[src/rtl/bin2bcd_seq_if.sv]
`default_nettype none
// ============================================================================
// Module   : bin2bcd_seq_if
// Purpose  : Valid/ready handshake bundle for the sequential binary-to-BCD
//            converter. The input side carries the operand. The output side
//            carries the packed BCD result with its sign and overflow flags.
// Signals  : in_valid/in_ready/bin_in     - operand handshake
//            out_valid/out_ready          - result handshake
//            bcd_out/sign_out/ovf         - result fields
// Modports : master - producer/consumer around the converter
//            slave  - the converter itself
// Revision : 1.0 - initial release
// ============================================================================
interface bin2bcd_seq_if #(
    parameter int BIN_W  = 8,
    parameter int DIGITS = 3
);
    logic                  in_valid;
    logic                  in_ready;
    logic [BIN_W-1:0]      bin_in;
    logic                  out_valid;
    logic                  out_ready;
    logic [4*DIGITS-1:0]   bcd_out;
    logic                  sign_out;
    logic                  ovf;

    modport master (
        output in_valid, bin_in, out_ready,
        input  in_ready, out_valid, bcd_out, sign_out, ovf
    );

    modport slave (
        input  in_valid, bin_in, out_ready,
        output in_ready, out_valid, bcd_out, sign_out, ovf
    );
endinterface
`default_nettype wire

[src/rtl/bin2bcd_seq.sv]
`default_nettype none
// ============================================================================
// Module   : bin2bcd_seq
// Purpose  : Sequential shift-and-add-3 (double-dabble) binary-to-BCD
//            converter. It handles one input bit per clock and has an
//            optional two's-complement mode that converts the magnitude.
// Ports    : clk  - rising-edge clock
//            rst  - asynchronous active-high reset
//            bus  - bin2bcd_seq_if.slave (operand and result handshakes)
// Params   : BIN_W (>=2), DIGITS (>=1), SIGNED (0/1)
// Revision : 1.0 - initial release
// ============================================================================
module bin2bcd_seq #(
    parameter int BIN_W  = 8,
    parameter int DIGITS = 3,
    parameter int SIGNED = 0
) (
    input  wire logic       clk,
    input  wire logic       rst,
    bin2bcd_seq_if.slave    bus
);
    localparam int BCD_W = 4 * DIGITS;
    localparam int CNT_W = $clog2(BIN_W + 1);
    localparam logic [CNT_W-1:0] c_LAST = CNT_W'(BIN_W - 1);

    typedef enum logic [1:0] {
        S_IDLE = 2'd0,
        S_CONV = 2'd1,
        S_DONE = 2'd2
    } state_t;

    state_t             r_state;
    state_t             w_state_next;
    logic [BIN_W-1:0]   r_shift;
    logic [BCD_W-1:0]   r_bcd;
    logic [CNT_W-1:0]   r_cnt;
    logic               r_ovf;
    logic               r_sign;
    logic [BCD_W-1:0]   r_bcd_out;
    logic               r_sign_out;
    logic               r_ovf_out;

    logic               w_in_ready;
    logic               w_out_valid;
    logic               w_neg;
    logic [BIN_W-1:0]   w_mag;
    logic [BCD_W-1:0]   w_adj;
    logic [BCD_W-1:0]   w_bcd_next;
    logic               w_ovf_next;
    logic               w_last;

    // Negation in BIN_W bits maps -2^(BIN_W-1) onto itself. Read as unsigned,
    // that is exactly +2^(BIN_W-1), so no extra magnitude bit is needed.
    assign w_neg = (SIGNED != 0) && bus.bin_in[BIN_W-1];
    assign w_mag = w_neg ? -bus.bin_in : bus.bin_in;

    // Add 3 to each digit >= 5 before the shift. The add is 4-bit per digit
    // with no carry into the neighbour.
    for (genvar gi = 0; gi < DIGITS; gi++) begin : g_digit
        assign w_adj[4*gi +: 4] = (r_bcd[4*gi +: 4] >= 4'd5) ?
                                  r_bcd[4*gi +: 4] + 4'd3 : r_bcd[4*gi +: 4];
    end

    assign w_bcd_next = {w_adj[BCD_W-2:0], r_shift[BIN_W-1]};
    // The bit shifted out of the top digit would belong to a digit beyond
    // DIGITS. It is remembered as a sticky overflow, and the low digits stay
    // correct modulo 10^DIGITS.
    assign w_ovf_next = r_ovf | w_adj[BCD_W-1];
    assign w_last     = (r_cnt == c_LAST);

    always_ff @(posedge clk or posedge rst) begin
        if (rst) begin
            r_state <= S_IDLE;
        end else begin
            r_state <= w_state_next;
        end
    end

    always_comb begin
        w_state_next = S_IDLE;
        w_in_ready   = 1'b0;
        w_out_valid  = 1'b0;
        case (r_state)
            S_IDLE: begin
                w_in_ready   = 1'b1;
                w_state_next = bus.in_valid ? S_CONV : S_IDLE;
            end
            S_CONV: begin
                w_state_next = w_last ? S_DONE : S_CONV;
            end
            S_DONE: begin
                w_out_valid  = 1'b1;
                w_state_next = bus.out_ready ? S_IDLE : S_DONE;
            end
            default: begin
                w_state_next = S_IDLE;
            end
        endcase
    end

    always_ff @(posedge clk or posedge rst) begin
        if (rst) begin
            r_shift    <= '0;
            r_bcd      <= '0;
            r_cnt      <= '0;
            r_ovf      <= 1'b0;
            r_sign     <= 1'b0;
            r_bcd_out  <= '0;
            r_sign_out <= 1'b0;
            r_ovf_out  <= 1'b0;
        end else begin
            case (r_state)
                S_IDLE: begin
                    if (bus.in_valid) begin
                        r_shift <= w_mag;
                        r_sign  <= w_neg;
                        r_bcd   <= '0;
                        r_cnt   <= '0;
                        r_ovf   <= 1'b0;
                    end
                end
                S_CONV: begin
                    r_bcd   <= w_bcd_next;
                    r_shift <= {r_shift[BIN_W-2:0], 1'b0};
                    r_ovf   <= w_ovf_next;
                    r_cnt   <= r_cnt + CNT_W'(1);
                    if (w_last) begin
                        r_bcd_out  <= w_bcd_next;
                        r_sign_out <= r_sign;
                        r_ovf_out  <= w_ovf_next;
                    end
                end
                default: begin
                end
            endcase
        end
    end

    assign bus.in_ready  = w_in_ready;
    assign bus.out_valid = w_out_valid;
    assign bus.bcd_out   = r_bcd_out;
    assign bus.sign_out  = r_sign_out;
    assign bus.ovf       = r_ovf_out;
endmodule
`default_nettype wire

[src/flat_wrapper.sv]
// flat-port wrapper written by rule: the top's interface ports become plain ports
module bin2bcd_seq_flat 
#(
    parameter int BIN_W  = 8,
    parameter int DIGITS = 3,
    parameter int SIGNED = 0
)
  (clk, rst, bus_in_valid, bus_bin_in, bus_out_ready, bus_in_ready, bus_out_valid, bus_bcd_out, bus_sign_out, bus_ovf);
  bin2bcd_seq_if #(.BIN_W(BIN_W), .DIGITS(DIGITS)) bus_i ();
  input  wire logic clk;
  input  wire logic rst;
  input wire logic [$bits(bus_i.in_valid)-1:0] bus_in_valid;
  input wire logic [$bits(bus_i.bin_in)-1:0] bus_bin_in;
  input wire logic [$bits(bus_i.out_ready)-1:0] bus_out_ready;
  output wire logic [$bits(bus_i.in_ready)-1:0] bus_in_ready;
  output wire logic [$bits(bus_i.out_valid)-1:0] bus_out_valid;
  output wire logic [$bits(bus_i.bcd_out)-1:0] bus_bcd_out;
  output wire logic [$bits(bus_i.sign_out)-1:0] bus_sign_out;
  output wire logic [$bits(bus_i.ovf)-1:0] bus_ovf;
  assign bus_i.in_valid = bus_in_valid;
  assign bus_i.bin_in = bus_bin_in;
  assign bus_i.out_ready = bus_out_ready;
  assign bus_in_ready = bus_i.in_ready;
  assign bus_out_valid = bus_i.out_valid;
  assign bus_bcd_out = bus_i.bcd_out;
  assign bus_sign_out = bus_i.sign_out;
  assign bus_ovf = bus_i.ovf;
  bin2bcd_seq #(.BIN_W(BIN_W), .DIGITS(DIGITS), .SIGNED(SIGNED)) u_core (.clk(clk), .rst(rst), .bus(bus_i));
endmodule
[config.mk]
export PLATFORM = sky130hd
export DESIGN_NAME = bin2bcd_seq_flat
export DESIGN_NICKNAME = d
export VERILOG_FILES = /design/src/rtl/bin2bcd_seq_if.sv /design/src/rtl/bin2bcd_seq.sv /design/src/flat_wrapper.sv
export SDC_FILE = /design/constraint.sdc
export NUM_CORES = 1
export LEC_CHECK = 0
export BUFFER_PORTS_ARGS = -buffer_cell sky130_fd_sc_hd__buf_2
export CAP_MARGIN = 20
export CELL_PAD_IN_SITES_DETAIL_PLACEMENT = 0
export CELL_PAD_IN_SITES_GLOBAL_PLACEMENT = 1
export CORE_MARGIN = 3
export CORE_UTILIZATION = 40
export CTS_BUF_LIST = sky130_fd_sc_hd__clkbuf_4
export DETAILED_ROUTE_END_ITERATION = 12
export PLACE_DENSITY = 0.76
export SYNTH_ARGS = -nofsm -noshare
export SYNTH_HDL_FRONTEND = slang
export SYNTH_SLANG_ARGS = --single-unit
[constraint.sdc]
create_clock -name clk -period 3.6 [get_ports clk]
set_input_delay 0.54 -clock clk [delete_from_list [all_inputs] [get_ports clk]]
set_output_delay 0.54 -clock clk [all_outputs]
set_load 0.005 [all_outputs]
=== Word level (Yosys, flattened, before mapping) ===
Cells that the tools add are included.

* Bits in registers: 40
* Latch bits: 0
* Bits in writable memories: 0
* Memory bits (read-only): 0
* Output and inout bits: 16
* Word-level logic and storage cells: 40
* Memories kept: 0

* Add/subtract/negate cells: 4
* Multiply operators: 0
* Div/mod/pow operators: 0
* Magnitude comparators: 3
* Eq/ne operators: 4
* Shift-type cells: 0
* Multiplexer cells: 17
* Bitwise operators: 1
* Reduce and logical (&&, ||, !) cells: 4

{| class="wikitable"
|+ Operators by type and width
! operator !! count
|-
| $pmux 12 s2 || 1
|-
| $mux 4 || 4
|-
| $pmux 8 s2 || 1
|-
| $add 4x2->4 const B || 3
|-
| $ge 4x3->1 const B || 3
|-
| $mux 12 || 1
|-
| $mux 8 || 1
|-
| $pmux 4 s2 || 1
|-
| $pmux 2 s3 || 1
|-
| $add 4x1->4 const B || 1
|-
| $eq 4x3->1 const B || 1
|-
| $mux 1 || 4
|-
| $mux 2 || 2
|-
| $reduce_and 2->1 || 2
|-
| $eq 2x1->1 const B || 1
|-
| $eq 2x2->1 const B || 1
|-
| $logic_not 2->1 || 1
|-
| $ne 2x2->1 const B || 1
|-
| $pmux 1 s2 || 1
|-
| $reduce_bool 2->1 || 1
|-
| $or 1x1->1 || 1
|}

=== Logic depth before layout (Yosys ltp) ===
* Depth in word-level cells: 4
* Gate-level depth with buffers: 6
* Depth with buffers taken out: 6

=== Worst setup path before layout ===
Ideal clock, no wire load.

* Path kind: flip-flop to output port
* Start point: register u_core.r_state[0]
* End point: output port bus_in_ready
* Arrival time: 0.961 ns
* Setup slack: 2.099 ns
* Cell stages (with the launch flop): 4
* Path buffers: 2
* Cell sequence: dfrtp_1 buf_1 clkbuf_1 nor2_1

* Word-level cells in the longest chain between the ends: 2

{| class="wikitable"
|+ RTL lines
! element !! RTL line !! text
|-
| from (decl) || bin2bcd_seq.sv:32 || <nowiki>state_t r_state;</nowiki>
|-
| from (signal assigned) || bin2bcd_seq.sv:75 || <nowiki>r_state <= w_state_next;</nowiki>
|-
| $logic_not 2->1 || bin2bcd_seq.sv:83 || <nowiki>case (r_state)</nowiki>
|-
| $mux 1 || bin2bcd_seq.sv:83 ||
|-
| to (decl) || flat_wrapper.sv:15 || <nowiki>output wire logic [$bits(bus_i.in_ready)-1:0] bus_in_ready;</nowiki>
|}

Every way passes these cells.

=== Final worst setup path ===
* Start point: register u_core.r_state[0]
* End point: register u_core.r_bcd_out[5], in the netlist u_core.bus.bcd_out[5]

* Word-level cells in the longest chain between the ends: 2

{| class="wikitable"
|+ RTL lines
! element !! RTL line !! text
|-
| $eq 2x1->1 || bin2bcd_seq.sv:112 || <nowiki>case (r_state)</nowiki>
|-
| $reduce_and 2->1 (no source line) || -- ||
|-
| to (signal assigned) || bin2bcd_seq.sv:128 || <nowiki>r_bcd_out <= w_bcd_next;</nowiki>
|-
| to (decl) || bin2bcd_seq.sv:39 || <nowiki>logic [BCD_W-1:0] r_bcd_out;</nowiki>
|}

Every way passes these cells.
A chain may end at the register's enable or synchronous reset.

==> metrics list <==
- Buffers added to address setup during post-CTS repair amount to 0.
- Fraction of synthesized cell area taken by the top area cell type: 0.499
- The die is 76.8 microns wide.
- Global routing finished with a remaining overflow of 0.
- Count of inserted antenna diode cells: 0
- The slowest stage of the critical path is the dfrtp_1 cell.
- Setup repair after global routing missed its margin: no
- No sink is reached through more buffers than the 2 on the longest clock path.
* Largest net degree at the start of global routing: 41
- A synthesized cell averages 10.7 sq um.
- Master cell of the clock root buffer: clkbuf_4
- After synthesis the cells add up to 0.00201 sq mm.
* P_int: 1230 uW
- The worst setup path is captured at a flip-flop.
- Max-slew violations: 0
- Number of DRC markers in iteration 0: 58
- For this design the static power due to leakage is 0.00108 uW.
- CP peak stage delay: 0.77 ns
- For this run, the number of Yosys warnings is 0.
- Net Count, Synth: 206
- TritonCTS built the clock tree.
- The analysis attributes to net switching a power of 719 uW.
- Grouping stages by cell kind, the critical path spends the most delay in simple AND/OR/NAND/NOR gates.
* Final setup violation count: 0
- TritonCTS buffer count: 5
* Tightest hold margin: 0.274 ns
- Relative to the synthesized area, the layout overhead comes to 11.3%.
- The tightest min-delay check is of the in2async type.
- Based on the critical path, the design can be clocked at up to 458 MHz.
- Using the TritonRoute via totals, the vias-per-cell ratio works out to 4.96.
- The setup path with the least slack is of type reg2reg.
* Share of total power in sequential cells: 0.428
* PostCTS Resize Cnt: 0
- The synthesized design contains 0 enable-type register cells.
- Register-to-Register Setup Slack: 1.42 ns
- The worst-case IR drop observed on VDD is 297 uV.
- Together, buffers and inverters on the worst path number 0.
* Number of search-and-repair iterations in the first detailed-routing pass: 4
- The detailed router placed 1379 vias in this run.
* Crit path launch type: flip-flop
- # clock sinks: 40
- Cell taking the most area after synthesis: dfrtp_1
- Std-Cell Core Area: 0.00479 sq mm
- In the synthesized netlist, the number of instances is 187.
- Residual DRC count: 0
* Rel. slew slack: 0.503
- The flow ran to the end, and the final reports show no timing, DRC or antenna violations.
* Row cnt: 25
* Endpoint required time on the critical path: 3.84 ns
* Number of buffers inserted by port buffering: 26
* Die footprint: 0.00590 sq mm
- STA puts the critical path data arrival time at 2.43 ns.
- Fraction of power consumed by the clock network: 0.153
* Clock insertion delay at the later pin of the skew report: 0.36 ns
- The number of global-route vias before repair came to 1371.
* Transition at the pin with the smallest max-transition slack: 0.745 ns
- Sum Neg Setup Slack: 0 ns
- Leading cell types by total area after synthesis: dfrtp_1 50%, a22o_1 5.7%, mux2_4 5.2%
- The routed design has 3730 microns of wire.
- Power density over cell area: 873 mW/mm^2
- GRT Util Overall: 0.140
- Power share of the combinational group: 0.419
* RePlAce Congestion: 0.730
- Number of flip-flops and latches in the synthesized netlist: 40
- In the finished design, the share of the clock period the worst path needs comes to 0.607.
- Total number of nets in the final design: 229
- In the post-synthesis netlist, the cell with the most instances is dfrtp_1.
- Antenna-violating nets left: 0
- Share of final-layout standard cells stronger than drive strength 1: 0.223
- FFs w/ async S/R, synth: 1.00
* Critical R2R Launch: u_core.r_state[0]$_DFF_PP0_
- CTS clk-pin slew, worst paths: 0.12 ns
- The tool flagged a number of max-cap violations equal to 0.
- Of the total power, the share spent switching nets is 0.369.
* Dpl hpwl: 2520 microns
- The count of final hold-check violations is 0.
- Traced cell by cell, the critical path runs through nor2b_4 > and4_4 > mux2_4.
- In this run the count of I/O pins placed on the die edge is 28.
* Y dimension of the die: 76.8 microns
- Worst setup skew after layout: 0.0150 ns
- Routed wirelength normalized by instance count: 13.4 microns
- Initial core utilization: 0.419
- Most common flop cell mapped by yosys: dfrtp_1
* Count of hold buffers inserted by post-cts repair: 0
- The endpoint identified for the worst register-to-register timing path is u_core.bus.bcd_out[5]$_DFFE_PP0P_.
- Along the worst path, the maximum fanout reaches 21.
* Antenna violations before repair: 0
- Clock H-tree levels: 2
* Number of different library cells in the post-synthesis netlist: 34
* Wire length of the first global-routing pass: 6590 microns
* List of most frequent post-synthesis cells: 40 x dfrtp_1, 17 x o21ai_0, 16 x a21oi_1
- The share of the Yosys chip area taken by registers is 0.499.
* R2R depth: 3
- Clock period minus worst slack: 2.18 ns
per-layer routing:
metal / vias to the layer above / part of all wire / track usage
met5: - / 0 / 0
met4: 0 / 0.014 / 0.0598
li1: 711 / - / -
met2: 29 / 0.42 / 0.209
met3: 6 / 0.046 / 0.0352
met1: 633 / 0.52 / 0.193
through the flow:
step / power, uW / cell area (sq um) / setup slack (ns) / std cells / util
final: 1950 / 2230 / 1.42 / 278 / 0.466
after global routing: 2130 / 2230 / 1.28 / 278 / 0.466
after CTS: 1970 / 2230 / 1.39 / 278 / 0.466
after detailed placement: 1660 / 2150 / 1.42 / 270 / 0.450
after global placement: 1650 / 2150 / 1.45 / 270 / 0.450
after floorplan: 1460 / 2010 / 2.10 / 187 / -
worst reg2reg max path: cells and delay by family (launching register included):
| kind | cells | cell delay (ns) |
|---|---|---|
| flip-flops | 1 | 0.77 |
| AND/OR/NAND/NOR | 2 | 0.97 |
| multiplexers | 1 | 0.34 |
cell type report:
class	count	area, sq um
Tap cell	67	83.8
Clock inverter	2	35.0
Fill cell	471	2550
Sequential cell	40	1000
Clock buffer	6	45.0
Inverter	10	37.5
Multi-Input combinational cell	126	892
Timing Repair Buffer	27	138
sequential cells by signal (all words and copies together), names as in the netlist:
signal and flops:
u_core.r_cnt 4, u_core.bus.ovf 1, u_core.r_bcd 12, u_core.bus.bcd_out 12
u_core.r_shift 8, u_core.r_state 2, u_core.r_ovf 1
cells by family (layout without fill, tap and decap cells):
family,count (synthesis),after routing,synth area share
XOR/XNOR,3,3,0.0131
buffers and inverters,21,45,0.0561
flip-flops,40,40,0.499
AO/OA/AOI/OAI,61,61,0.196
other,1,1,0.00187
multiplexers,11,11,0.0730
AND/OR/NAND/NOR,43,43,0.117
adder cells (fa/ha/maj),7,7,0.0437
power groups by stage:
stage          clock (uW)  sequential [uW]  combinational [uW]
6_report              299              834                 817
5_1_grt               327              873                 935
4_1_cts               308              835                 829
3_5_place_dp            0              843                 819
3_3_place_gp            0              843                 810
2_1_floorplan           0              786                 669
cell usage in the layout (no fill, tap or decap):
cell / netlist / routed
a21o_1: 2 / 2
a21oi_1: 16 / 16
a22o_1: 13 / 13
a22oi_1: 6 / 6
a31oi_1: 4 / 4
a41oi_1: 1 / 1
and3b_1: 1 / 1
and4_4: 1 / 1
buf_2: 3 / 26
buf_4: 1 / 1
bufinv_16: 0 / 1
clkbuf_4: 0 / 6
clkinv_2: 0 / 1
conb_1: 1 / 1
dfrtp_1: 40 / 40
ha_1: 7 / 7
inv_1: 10 / 10
mux2_2: 1 / 1
mux2_4: 7 / 7
mux2i_1: 3 / 3
nand2_1: 11 / 11
nand2b_1: 4 / 4
nand3_1: 1 / 1
nor2_1: 10 / 10
nor2b_1: 9 / 9
nor2b_4: 1 / 1
nor3_1: 1 / 1
nor3b_1: 3 / 3
o21ai_0: 17 / 17
o21bai_2: 1 / 1
o221ai_1: 1 / 1
or3b_2: 1 / 1
xnor2_1: 3 / 3
worst max-delay path by stage:
stage | endpoint | startpoint | cells past startpoint
floorplan | bus_in_ready | u_core.r_state[0]$_DFF_PP0_ | 3
global placement | u_core.bus.bcd_out[6]$_DFFE_PP0P_ | u_core.r_state[0]$_DFF_PP0_ | 3
detailed placement | u_core.bus.bcd_out[6]$_DFFE_PP0P_ | u_core.r_state[0]$_DFF_PP0_ | 3
CTS | u_core.bus.bcd_out[5]$_DFFE_PP0P_ | u_core.r_state[0]$_DFF_PP0_ | 3
global route | u_core.bus.bcd_out[5]$_DFFE_PP0P_ | u_core.r_state[0]$_DFF_PP0_ | 3
finish | u_core.bus.bcd_out[5]$_DFFE_PP0P_ | u_core.r_state[0]$_DFF_PP0_ | 3
Note: power is estimated with default switching activity, not from simulation.
